<file path="src/rtl/timer_arbiter_if.sv">
// Request/grant bus between client blocks and the shared countdown timer.
interface timer_arbiter_if #(
  parameter int N    = 8,
  parameter int NREQ = 4
);
  logic [NREQ-1:0]   req;
  logic [NREQ*N-1:0] value;
  logic [NREQ-1:0]   grant;
  logic [NREQ-1:0]   done;
  logic              busy;
  logic [N-1:0]      remaining;

  modport master (output req, value, input grant, done, busy, remaining);
  modport slave  (input req, value, output grant, done, busy, remaining);
endinterface

</file>
<file path="src/rtl/timer_arbiter.sv">
// One N-bit countdown timer shared round-robin between NREQ requesters.
// Optional prescaler on the decrement enabled by TIMER_ARB_PRESCALE_EN.
module timer_arbiter #(
  parameter int N        = 8,
  parameter int NREQ     = 4,
  parameter int PRESCALE = 4
) (
  input  logic            clk,
  input  logic            reset,
  timer_arbiter_if.slave  bus
);
  localparam int IW = $clog2(NREQ);

  typedef enum logic [1:0] {IDLE, LOAD, RUN, DONE} state_t;

  state_t        state, state_nxt;
  logic [IW-1:0] owner, owner_nxt;
  logic [IW-1:0] ptr, ptr_nxt;
  logic [IW-1:0] pick;
  logic          found;
  logic [N-1:0]  count, count_nxt;
  logic          tick;

  // First requester after ptr, wrapping; ptr itself is searched last.
  always_comb begin
    pick  = '0;
    found = 1'b0;
    for (int k = 1; k <= NREQ; k++) begin
      if (!found && bus.req[(int'(ptr) + k) % NREQ]) begin
        pick  = IW'((int'(ptr) + k) % NREQ);
        found = 1'b1;
      end
    end
  end

`ifdef TIMER_ARB_PRESCALE_EN
  localparam int PW = (PRESCALE > 1) ? $clog2(PRESCALE) : 1;
  logic [PW-1:0] presc;

  assign tick = (presc == PW'(PRESCALE - 1));

  always_ff @(posedge clk or negedge reset) begin
    if (!reset)              presc <= '0;
    else if (state == LOAD)  presc <= '0;
    else if (state == RUN)   presc <= tick ? '0 : presc + PW'(1);
  end
`else
  logic unused_prescale;
  assign unused_prescale = ^PRESCALE;
  assign tick = 1'b1;
`endif

  always_ff @(posedge clk or negedge reset) begin
    if (!reset) begin
      state <= IDLE;
      owner <= '0;
      ptr   <= IW'(NREQ - 1);
      count <= '0;
    end else begin
      state <= state_nxt;
      owner <= owner_nxt;
      ptr   <= ptr_nxt;
      count <= count_nxt;
    end
  end

  always_comb begin
    state_nxt = state;
    owner_nxt = owner;
    ptr_nxt   = ptr;
    count_nxt = count;
    case (state)
      IDLE: if (found) begin
        owner_nxt = pick;
        state_nxt = LOAD;
      end
      LOAD: begin
        count_nxt = bus.value[int'(owner)*N +: N];
        state_nxt = RUN;
      end
      RUN: begin
        // Timeout takes precedence over a cancel in the same cycle.
        if (count == '0)            state_nxt = DONE;
        else if (!bus.req[owner])   state_nxt = IDLE;
        else if (tick)              count_nxt = count - N'(1);
      end
      DONE: begin
        ptr_nxt   = owner;
        state_nxt = IDLE;
      end
      default: state_nxt = IDLE;
    endcase
  end

  always_comb begin
    bus.grant = '0;
    bus.done  = '0;
    if (state != IDLE) bus.grant[owner] = 1'b1;
    if (state == DONE) bus.done[owner]  = 1'b1;
  end

  assign bus.busy      = (state != IDLE);
  assign bus.remaining = (state == RUN) ? count : '0;

endmodule

</file>
<file path="src/flat_wrapper.sv">
// flat-port wrapper written by rule: the top's interface ports become plain ports
module timer_arbiter_flat 
#(
  parameter int N        = 8,
  parameter int NREQ     = 4,
  parameter int PRESCALE = 4
)
  (clk, reset, bus_req, bus_value, bus_grant, bus_done, bus_busy, bus_remaining);
  timer_arbiter_if #(.N(N), .NREQ(NREQ)) bus_i ();
  input  logic clk;
  input  logic reset;
  input wire logic [$bits(bus_i.req)-1:0] bus_req;
  input wire logic [$bits(bus_i.value)-1:0] bus_value;
  output wire logic [$bits(bus_i.grant)-1:0] bus_grant;
  output wire logic [$bits(bus_i.done)-1:0] bus_done;
  output wire logic [$bits(bus_i.busy)-1:0] bus_busy;
  output wire logic [$bits(bus_i.remaining)-1:0] bus_remaining;
  assign bus_i.req = bus_req;
  assign bus_i.value = bus_value;
  assign bus_grant = bus_i.grant;
  assign bus_done = bus_i.done;
  assign bus_busy = bus_i.busy;
  assign bus_remaining = bus_i.remaining;
  timer_arbiter #(.N(N), .NREQ(NREQ), .PRESCALE(PRESCALE)) u_core (.clk(clk), .reset(reset), .bus(bus_i));
endmodule
</file>
<file path="config.mk">
export PLATFORM = sky130hd
export DESIGN_NAME = timer_arbiter_flat
export DESIGN_NICKNAME = d
export VERILOG_FILES = /design/src/rtl/timer_arbiter_if.sv /design/src/rtl/timer_arbiter.sv /design/src/flat_wrapper.sv
export SDC_FILE = /design/constraint.sdc
export NUM_CORES = 1
export LEC_CHECK = 0
export ABC_AREA = 1
export BUFFER_PORTS_ARGS = -buffer_cell sky130_fd_sc_hd__buf_2
export CAP_MARGIN = 20
export CORE_MARGIN = 5
export CORE_UTILIZATION = 49
export CTS_CLUSTER_DIAMETER = 50
export DETAILED_ROUTE_END_ITERATION = 16
export MAX_ROUTING_LAYER = met4
export PLACE_DENSITY = 0.8
export SETUP_SLACK_MARGIN = 0.2
export SLEW_MARGIN = 20
export SYNTH_ARGS = -nofsm -noshare
export SYNTH_HDL_FRONTEND = slang
export SYNTH_SLANG_ARGS = --single-unit
</file>
<file path="constraint.sdc">
create_clock -name clk -period 2.11 [get_ports clk]
set_input_delay 0.1055 -clock clk [delete_from_list [all_inputs] [get_ports clk]]
set_output_delay 0.1055 -clock clk [all_outputs]
set_load 0.02 [all_outputs]
</file>
---- Word-level counts from Yosys, hierarchy flattened ----
Cells that the tools add are included.
W data, S select, Z words.
cells by class
  add/subtract/negate cells ............... 5
  multipliers ............................. 0
  div/mod/pow operators ................... 0
  order comparisons ....................... 6
  equality and inequality tests ........... 7
  shift operators ......................... 1
  muxes and demuxes ....................... 34
  bitwise operators ....................... 4
  reductions and logical operators ........ 18
operator list
  cell                   count
  $shiftx A32 B6 Y8      1
  $mux W8                3
  $lt A3 B4 Y1 const B   4
  $pmux W8 S2            1
  $mux W1                14
  $mux W2                7
  $bmux W1 S2            5
  $logic_not A8 Y1       1
  $mux W4                2
  $pmux W2 S4            1
  $reduce_or A2 Y1       4
  $sub A8 B1 Y8 const B  1
  $add A2 B1 Y2 const B  2
  $add A2 B2 Y2 const B  2
  $and A1 B1 Y1 const A  4
  $eq A2 B2 Y1 const B   2
  $logic_and A1 B1 Y1    4
  $ne A2 B1 Y1 const B   2
  $reduce_and A2 Y1      2
  $reduce_bool A2 Y1     2
  $logic_not A1 Y1       3
  $lt A2 B3 Y1 const B   1
  $ne A3 B2 Y1 const B   1
  $reduce_and A3 Y1      1
  other kinds (5)        5
word-level totals
  bits in registers ....................... 14
  latch bits .............................. 0
  bits in writable memories ............... 0
  bits in read-only memories .............. 0
  bits of input ports ..................... 38
  output and inout port bits .............. 17
  logic and storage cells ................. 79
  memories ................................ 0

---- Longest topological paths before layout ----
Gate-level depths: netlist of the first run.
  depth in word-level cells ............... 18
  mapped depth ............................ 12

---- Worst setup path after synthesis of the first run ----
OpenSTA, ideal clock, no wires.
  kind .................................... reg2reg
  start ................................... register u_core.ptr[0]
  end ..................................... register u_core.owner[1]
  arrival ................................. 1.372 ns
  data required time ...................... 1.994 ns
  slack ................................... 0.622 ns
  cell stages (with the launch flop) ...... 13
  buffers on the path ..................... 1
  clock period less this slack ............ 1.488 ns
  cell sequence ........................... dfstp_2 buf_4 inv_2 nand2_1 nand2_1 nand2_1 nand2_1 nor2_2 nand3_1 nand2_1 inv_1 nand2_1 nand2_1
on the way
  longest elaborated chain between the ends .. 15
  elaborated cells on any way between the ends .. 31
RTL lines
  what                                         line                                      text
  from (decl)                                  timer_arbiter.sv:18                       logic [IW-1:0] ptr, ptr_nxt;
  from (signal assigned)                       timer_arbiter.sv:57                       ptr <= IW'(NREQ - 1);
  from (signal assigned)                       timer_arbiter.sv:62                       ptr <= ptr_nxt;
  $add A2 B1 Y2                                timer_arbiter.sv:29, timer_arbiter.sv:30
  $bmux W1 S2                                  timer_arbiter.sv:29                       if (!found && bus.req[(int'(ptr) + k) % NREQ]) begin
  $mux W1 (implied by the code) (2 in series)  timer_arbiter.sv:29
  $mux W1                                      timer_arbiter.sv:29
  $logic_not A1 Y1                             timer_arbiter.sv:29
  $logic_and A1 B1 Y1                          timer_arbiter.sv:29
  $mux W1                                      timer_arbiter.sv:29
  $logic_not A1 Y1                             timer_arbiter.sv:29
  $logic_and A1 B1 Y1                          timer_arbiter.sv:29
  $mux W1                                      timer_arbiter.sv:29
  $logic_not A1 Y1                             timer_arbiter.sv:29
  $logic_and A1 B1 Y1                          timer_arbiter.sv:29
  $mux W1                                      timer_arbiter.sv:29
  $reduce_and A2 Y1 (no source line)           --
  to (signal assigned)                         timer_arbiter.sv:61                       owner <= owner_nxt;
  to (decl)                                    timer_arbiter.sv:17                       logic [IW-1:0] owner, owner_nxt;
Parallel ways exist; a longest one is shown, timed or not. The select of a mux whose other input is x is not followed.
A chain may end at the register's enable or synchronous reset.

---- Worst setup path after layout of the first run ----
  start ................................... register u_core.ptr[0]
  end ..................................... register u_core.owner[0]
The elaborated chain is that of the path after synthesis.

==> flow_summary.toml, run 1 <==
[die]
coreArea_mm2 = 0.00281
row_count = 19
initial_utilization = 0.517
die_area_mm2 = 0.00415
ios = 55
die_w_um = 64.4
fp.dieH_um = 64.4

[cells_and_area]
utilization = 0.636
area_growth_pct = 22.9
nNetsFinal = 358
final_area_mm2 = 0.00178
drive_above_1_share = 0.229
diodes = 0

[grt]
grt_overflow = 0
grt_max_degree = 15
grt_pass1_wl_um = 7070
antenna_found_initial = 0
first_global_vias = 1599
grt_usage = 0.213

[sta]
max_freq_ghz = 0.581
layout_setup_ws_ns = 0.389
max_slew_margin = 0.733
rsz0062_at_grt = "false"
fin_setup_tns_ns = 0
timing.hold.ws_ns = 0.187
fin_crit_sh = 0.816
maxSlewViolCount = 0
finalHoldViolations = 0
skew_ns = 0.0122
fin_crit_ns = 1.72
setup_violations = 0
worstMarginPinSlew_ns = 0.400

[drt]
first_iter_violations = 101
wl_per_cell_um = 11.8
finalWirelength_um = 4050
viasPerCell = 5.00
ant_nets = 0
drcViolationCount = 0
dr_total_vias = 1726
dr.pass1.iters = 4

[pwr]
p_sw_frac = 0.570
ir_worst_vdd_v = 0.000641
p_clk_frac = 0.064
p_seq_frac = 0.223
p_int_mw = 1.14
switchingPower_mw = 1.51
p_leak_nw = 1.11
power.density_mw_per_mm2 = 1480
power_frac_comb = 0.712

[yosys]
ys_ff_latch = 14
netlist_instances = 257
ys_types = 26
syn_nets = 300
syn_area_mm2 = 0.00145
yosysWarnings = 0
syn_avg_cell_area_um2 = 5.65
synth_seq_area_share = 0.243

[outcome]
status = "complete, no violations"

[run]
drv_cap = 0

[clock_network]
htree_levels = 1
clock-sinks = 14
root_buffer = "clkbuf_4"
insertion_delay_ns = 0.29
clockBufferDepth = 2
cts_setup_buffers = 0
cts_resized = 0
cts_tree = "yes"
cts_hold_buf = 1
cts_buffers = 3
clkTransAtPathRegs_ns = 0.10

[place]
dpl_worst_slack_ns = 0.435
place_hpwl_um = 3350
place_congestion = 0.843
place_area_mm2 = 0.00175
port_buffers = 54

[setup_path]
cp.required_ns = 2.29
critPathKind = "flip-flop to flip-flop"
crit_arrival_ns = 1.90
worst-path-max-fanout = 10
crit_path_start_kind = "flip-flop"
end_kind = "flip-flop"

[hold_path]
hold_path.class = "primary input to flip-flop"
==> worst max-delay path, stage by stage (launching register included) <==
cell,delay (ns)
dfstp_2,0.65
inv_2,0.13
nand2_1,0.08
nand2_1,0.09
nand2_1,0.10
nand2_1,0.08
nor2_2,0.12
nand3_1,0.08
nand2_1,0.11
inv_1,0.06
nand2_1,0.07
nand2_1,0.05
==> synth_stat cells (all sizes together) <==
master  instances  area share
nand2         121        0.31
inv            34       0.088
nor2           24       0.082
nand3          22       0.083
o21ai          13       0.045
dfrtp          12        0.21
nand4           9       0.039
a21oi           5       0.020
ha              5       0.043
buf             3       0.016
dfstp           2       0.036
a21boi          1      0.0052
a22oi           1      0.0052
a31oi           1      0.0043
clkbuf          1      0.0026
clkinv          1      0.0026
nand3b          1      0.0052
nor3            1      0.0034
==> per-stage QoR <==
| stage | instances | total power, mW |
|---|---|---|
| 3_5_place_dp | 340 | 2.45 |
| 3_3_place_gp | 340 | 2.44 |
| 5_1_grt | 345 | 2.98 |
| 6_report | 345 | 2.64 |
| 4_1_cts | 345 | 2.63 |
| 2_1_floorplan | 257 | 2.00 |
==> power groups by stage <==
stage | registers (mW) | clock network (mW) | logic [mW]
4_1_cts | 0.584 | 0.171 | 1.87
5_1_grt | 0.615 | 0.185 | 2.18
3_3_place_gp | 0.584 | 0 | 1.85
2_1_floorplan | 0.512 | 0 | 1.49
3_5_place_dp | 0.589 | 0 | 1.86
6_report | 0.590 | 0.170 | 1.88
==> cells by family after synthesis <==
| family | count (synthesis) | share of synthesized area |
|---|---|---|
| adders and majority gates | 5 | 0.0431 |
| DFF | 14 | 0.243 |
| and+or+nand+nor | 178 | 0.525 |
| AOI/OAI and AO/OA | 21 | 0.0793 |
| buffers and inverters | 39 | 0.109 |
==> area by class of cell <==
class                           count  area [um2]
Clock buffer                        4        26.3
Timing Repair Buffer               57         295
Tap cell                           31        38.8
Inverter                           35         131
Fill cell                         285        1020
Sequential cell                    14         353
Multi-Input combinational cell    204         940
==> worst paths after layout <==
path	startpoint	endpoint	slack [ns]	depth (start not counted)
max	u_core.ptr[0]	u_core.owner[0]	0.39	11
min	bus_value[10]	u_core.count[2]	0.19	5
max reg2reg	u_core.ptr[0]	u_core.owner[0]	0.39	11
min reg2reg	u_core.count[7]	u_core.count[7]	0.52	2
max in group asynchronous	reset	u_core.ptr[0]	1.58	2
min in group asynchronous	reset	u_core.count[7]	0.22	2
==> cell usage in the layout (no fill, tap or decap), drive strengths merged <==
| master | Yosys | layout |
|---|---|---|
| a21boi | 1 | 1 |
| a21oi | 5 | 5 |
| a22oi | 1 | 1 |
| a31oi | 1 | 1 |
| buf | 3 | 56 |
| clkbuf | 1 | 4 |
| clkinv | 1 | 1 |
| dfrtp | 12 | 12 |
| dfstp | 2 | 2 |
| dlygate4sd3 | 0 | 1 |
| ha | 5 | 5 |
| inv | 34 | 34 |
| nand2 | 121 | 121 |
| nand3 | 22 | 22 |
| nand3b | 1 | 1 |
| nand4 | 9 | 9 |
| nor2 | 24 | 24 |
| nor3 | 1 | 1 |
| o21ai | 13 | 13 |
==> sequential cells by signal, indices dropped and copies added (netlist names) <==
register	count
u_core.count	8
u_core.ptr	2
u_core.state	2
u_core.owner	2
==> layer usage <==
layer / global-route usage / vias up / wire length (um)
li1: - / 920 / -
met1: 0.316 / 724 / 2060
met2: 0.299 / 77 / 1660
met3: 0.0138 / 5 / 274
met4: 0.0871 / 0 / 63
met5: - / - / 0
No activity file was read; power rests on OpenSTA's default activity.
==> inputs of run 2 (changes only) <==
--- a/config.mk
+++ b/config.mk
@@ -9,11 +9,11 @@
 export BUFFER_PORTS_ARGS = -buffer_cell sky130_fd_sc_hd__buf_2
 export CAP_MARGIN = 20
 export CORE_MARGIN = 5
-export CORE_UTILIZATION = 49
+export CORE_UTILIZATION = 45
 export CTS_CLUSTER_DIAMETER = 50
 export DETAILED_ROUTE_END_ITERATION = 16
 export MAX_ROUTING_LAYER = met4
-export PLACE_DENSITY = 0.8
+export PLACE_DENSITY = 0.77
 export SETUP_SLACK_MARGIN = 0.2
 export SLEW_MARGIN = 20
 export SYNTH_ARGS = -nofsm -noshare
==> constraint.sdc (replaced) <==
create_clock -name clk -period 1.5 [get_ports clk]
set_input_delay 0.075 -clock clk [delete_from_list [all_inputs] [get_ports clk]]
set_output_delay 0.075 -clock clk [all_outputs]
set_load 0.02 [all_outputs]
==> run 2 against run 1 <==
- the run now ends with negative setup slack left
- fmax is 5.1% higher
- global-route usage is 2.5 points higher
- design area is 46% higher
- combinational power grew to 2.6 times the previous value
- utilization is 21 points higher
- critical path depth stayed put
- clock power is 49% higher
- sequential cell count stayed put
- via count is 24% higher
- register-to-register slack worse by 0.53 ns
- clock skew is 0.011 ns lower
- total power is 130% higher
- largest cell class unchanged
- highest routed layer unchanged
==> flow_summary.toml, run 2 (synthesized netlist as in run 1, its figures left out) <==
[die]
row_count = 20
die_area_mm2 = 0.00446
initial_utilization = 0.472
fp.dieH_um = 66.8
coreArea_mm2 = 0.00308
die_w_um = 66.8
ios = 55

[pwr]
finalPower_mw = 6.03
p_sw_frac = 0.538
power_frac_comb = 0.813
power.density_mw_per_mm2 = 2310
p_leak_nw = 1.40
ir_worst_vdd_v = 0.00126
p_int_mw = 2.79
p_clk_frac = 0.042
switchingPower_mw = 3.25
p_seq_frac = 0.145

[grt]
grt_max_degree = 15
grt_overflow = 0
grt_pass1_wl_um = 8070
grt_usage = 0.239
antenna_found_initial = 0
first_global_vias = 1799

[cells_and_area]
area_growth_pct = 80.0
largest_reg_flops = 8
regMostFlops = "u_core.count"
nNetsFinal = 396
diodes = 0
final_cell_mix = "81 x nand2_1, 37 x buf_2, 29 x nand2_2, 27 x buf_6, 27 x buf_4"
drive_above_1_share = 0.560
mostFrequentLayoutCell = "nand2_1"

[outcome]
violations = "negative setup slack"
status = "finished with violations"

[clock_network]
htree_levels = 1
insertion_delay_ns = 0.30
cts_tree = "yes"
clock-sinks = 14
clkTransAtPathRegs_ns = 0.10
root_buffer = "clkbuf_4"
cts_buffers = 3
clockBufferDepth = 2

[sta]
fin_crit_sh = 1.09
timing.hold.ws_ns = 0.146
max_freq_ghz = 0.611
skew_ns = 0.000724
finalHoldViolations = 0
layout_setup_ws_ns = -0.138
worstMarginPinSlew_ns = 0.357
maxSlewViolCount = 0
rsz0062_at_grt = "true"
fin_crit_ns = 1.64
setup_violations = 12
max_slew_margin = 0.762

[drt]
first_iter_violations = 186
dr.pass1.iters = 5
wl_per_cell_um = 15.4
dr_total_vias = 2137
ant_nets = 0
drcViolationCount = 0
viasPerCell = 5.40
finalWirelength_um = 6110

[setup_path]
end_kind = "flip-flop"
critical_path.top_delay_family = "simple AND/OR/NAND/NOR gates"
crit_path_start_kind = "flip-flop"
cp.required_ns = 1.69
cp_slowest_cell = "dfstp_2"
cp.depth = 11
slowest_delay_ns = 0.65
path_common_cell = "nand2_2"
critPathBufInv = 2
critPathKind = "flip-flop to flip-flop"
reg2reg_depth = 11
crit_arrival_ns = 1.83
path_cells = "inv_6 > nand2_1 > nand2_2 > nand2_2 > nand2_2 > nor2_4 > nand3_2 > nand2_2 > inv_1 > nand2_1 > nand2_1"
worst-path-max-fanout = 7

[place]
port_buffers = 54
place_hpwl_um = 3360
place_congestion = 0.926

[hold_path]
worstHoldPathCells = 5
hold_path.class = "primary input to flip-flop"

[run]
drv_cap = 0
==> run 2: cell count changes in the layout (fill, tap and decap cells not counted), sizes merged <==
cell	delta
buf	+37
clkinvlp	+1
inv	-1
nor2	+1
==> run 2: worst register-to-register path: stages, from the launching register on <==
cell	delay [ns]
dfstp_2	0.65
inv_6	0.07
nand2_1	0.08
nand2_2	0.06
nand2_2	0.08
nand2_2	0.08
nor2_4	0.14
nand3_2	0.10
nand2_2	0.08
inv_1	0.06
nand2_1	0.06
nand2_1	0.07
==> run 2: power groups by stage <==
stage	Clock, mW	Sequential (mW)	Combinational, mW
5_1_grt	0.255	0.894	5.26
2_1_floorplan	0	0.732	2.23
4_1_cts	0.246	0.817	3.72
3_5_place_dp	0	0.785	3.02
3_3_place_gp	0	0.776	2.99
6_report	0.254	0.873	4.91
==> run 2: layout make-up <==
class                   count  area (um2)
multi-input cells         205        1280
well taps                  44        55.1
inverters                  35         153
flip-flops and latches     14         357
repair buffers             94         737
fillers                   188         465
clock buffers               4        26.3
==> run 2: what timing repair did <==
item / in CTS / in global routing
setup endpoints to repair: 29 / 29
resized for setup: 88 / 71
gates cloned: 1 / 1
pin swaps: 29 / 35
hold endpoints to repair: 14 / 0
buffers inserted: 7 / 14
hold buffers: 1 / 0
==> run 2: routing by layer <==
layer  vias up  wire, um  track usage
li1       1002         -            -
met5         -         0            -
met2       133      2990        0.390
met3        17       423       0.0169
met4         0       138       0.0761
met1       985      2560        0.314
==> run 2: path summary, 6_finish.rpt <==
path	to	from	slack, ns
worst max-delay path	u_core.owner[1]	u_core.ptr[0]	-0.14
worst min-delay path	u_core.count[2]	bus_value[10]	0.15
worst max register to register	u_core.owner[1]	u_core.ptr[0]	-0.14
worst min register to register	u_core.count[7]	u_core.count[7]	0.55
max in group asynchronous	u_core.ptr[0]	reset	0.99
min in group asynchronous	u_core.count[7]	reset	0.21
==> run 2: per-stage QoR <==
| step | utilization | TNS [ns] | setup WS (ns) | cells | cell area [um2] |
|---|---|---|---|---|---|
| 6_report | 0.849 | -0.589 | -0.138 | 396 | 2610 |
| 5_1_grt | 0.849 | -1.18 | -0.209 | 396 | 2610 |
| 4_1_cts | 0.741 | -0.0165 | -0.0110 | 381 | 2280 |
| 3_5_place_dp | 0.624 | -0.159 | -0.0592 | 368 | 1920 |
| 3_3_place_gp | 0.624 | -0.0604 | -0.0229 | 368 | 1920 |
| 2_1_floorplan | - | 0 | 0.0343 | 257 | 1510 |
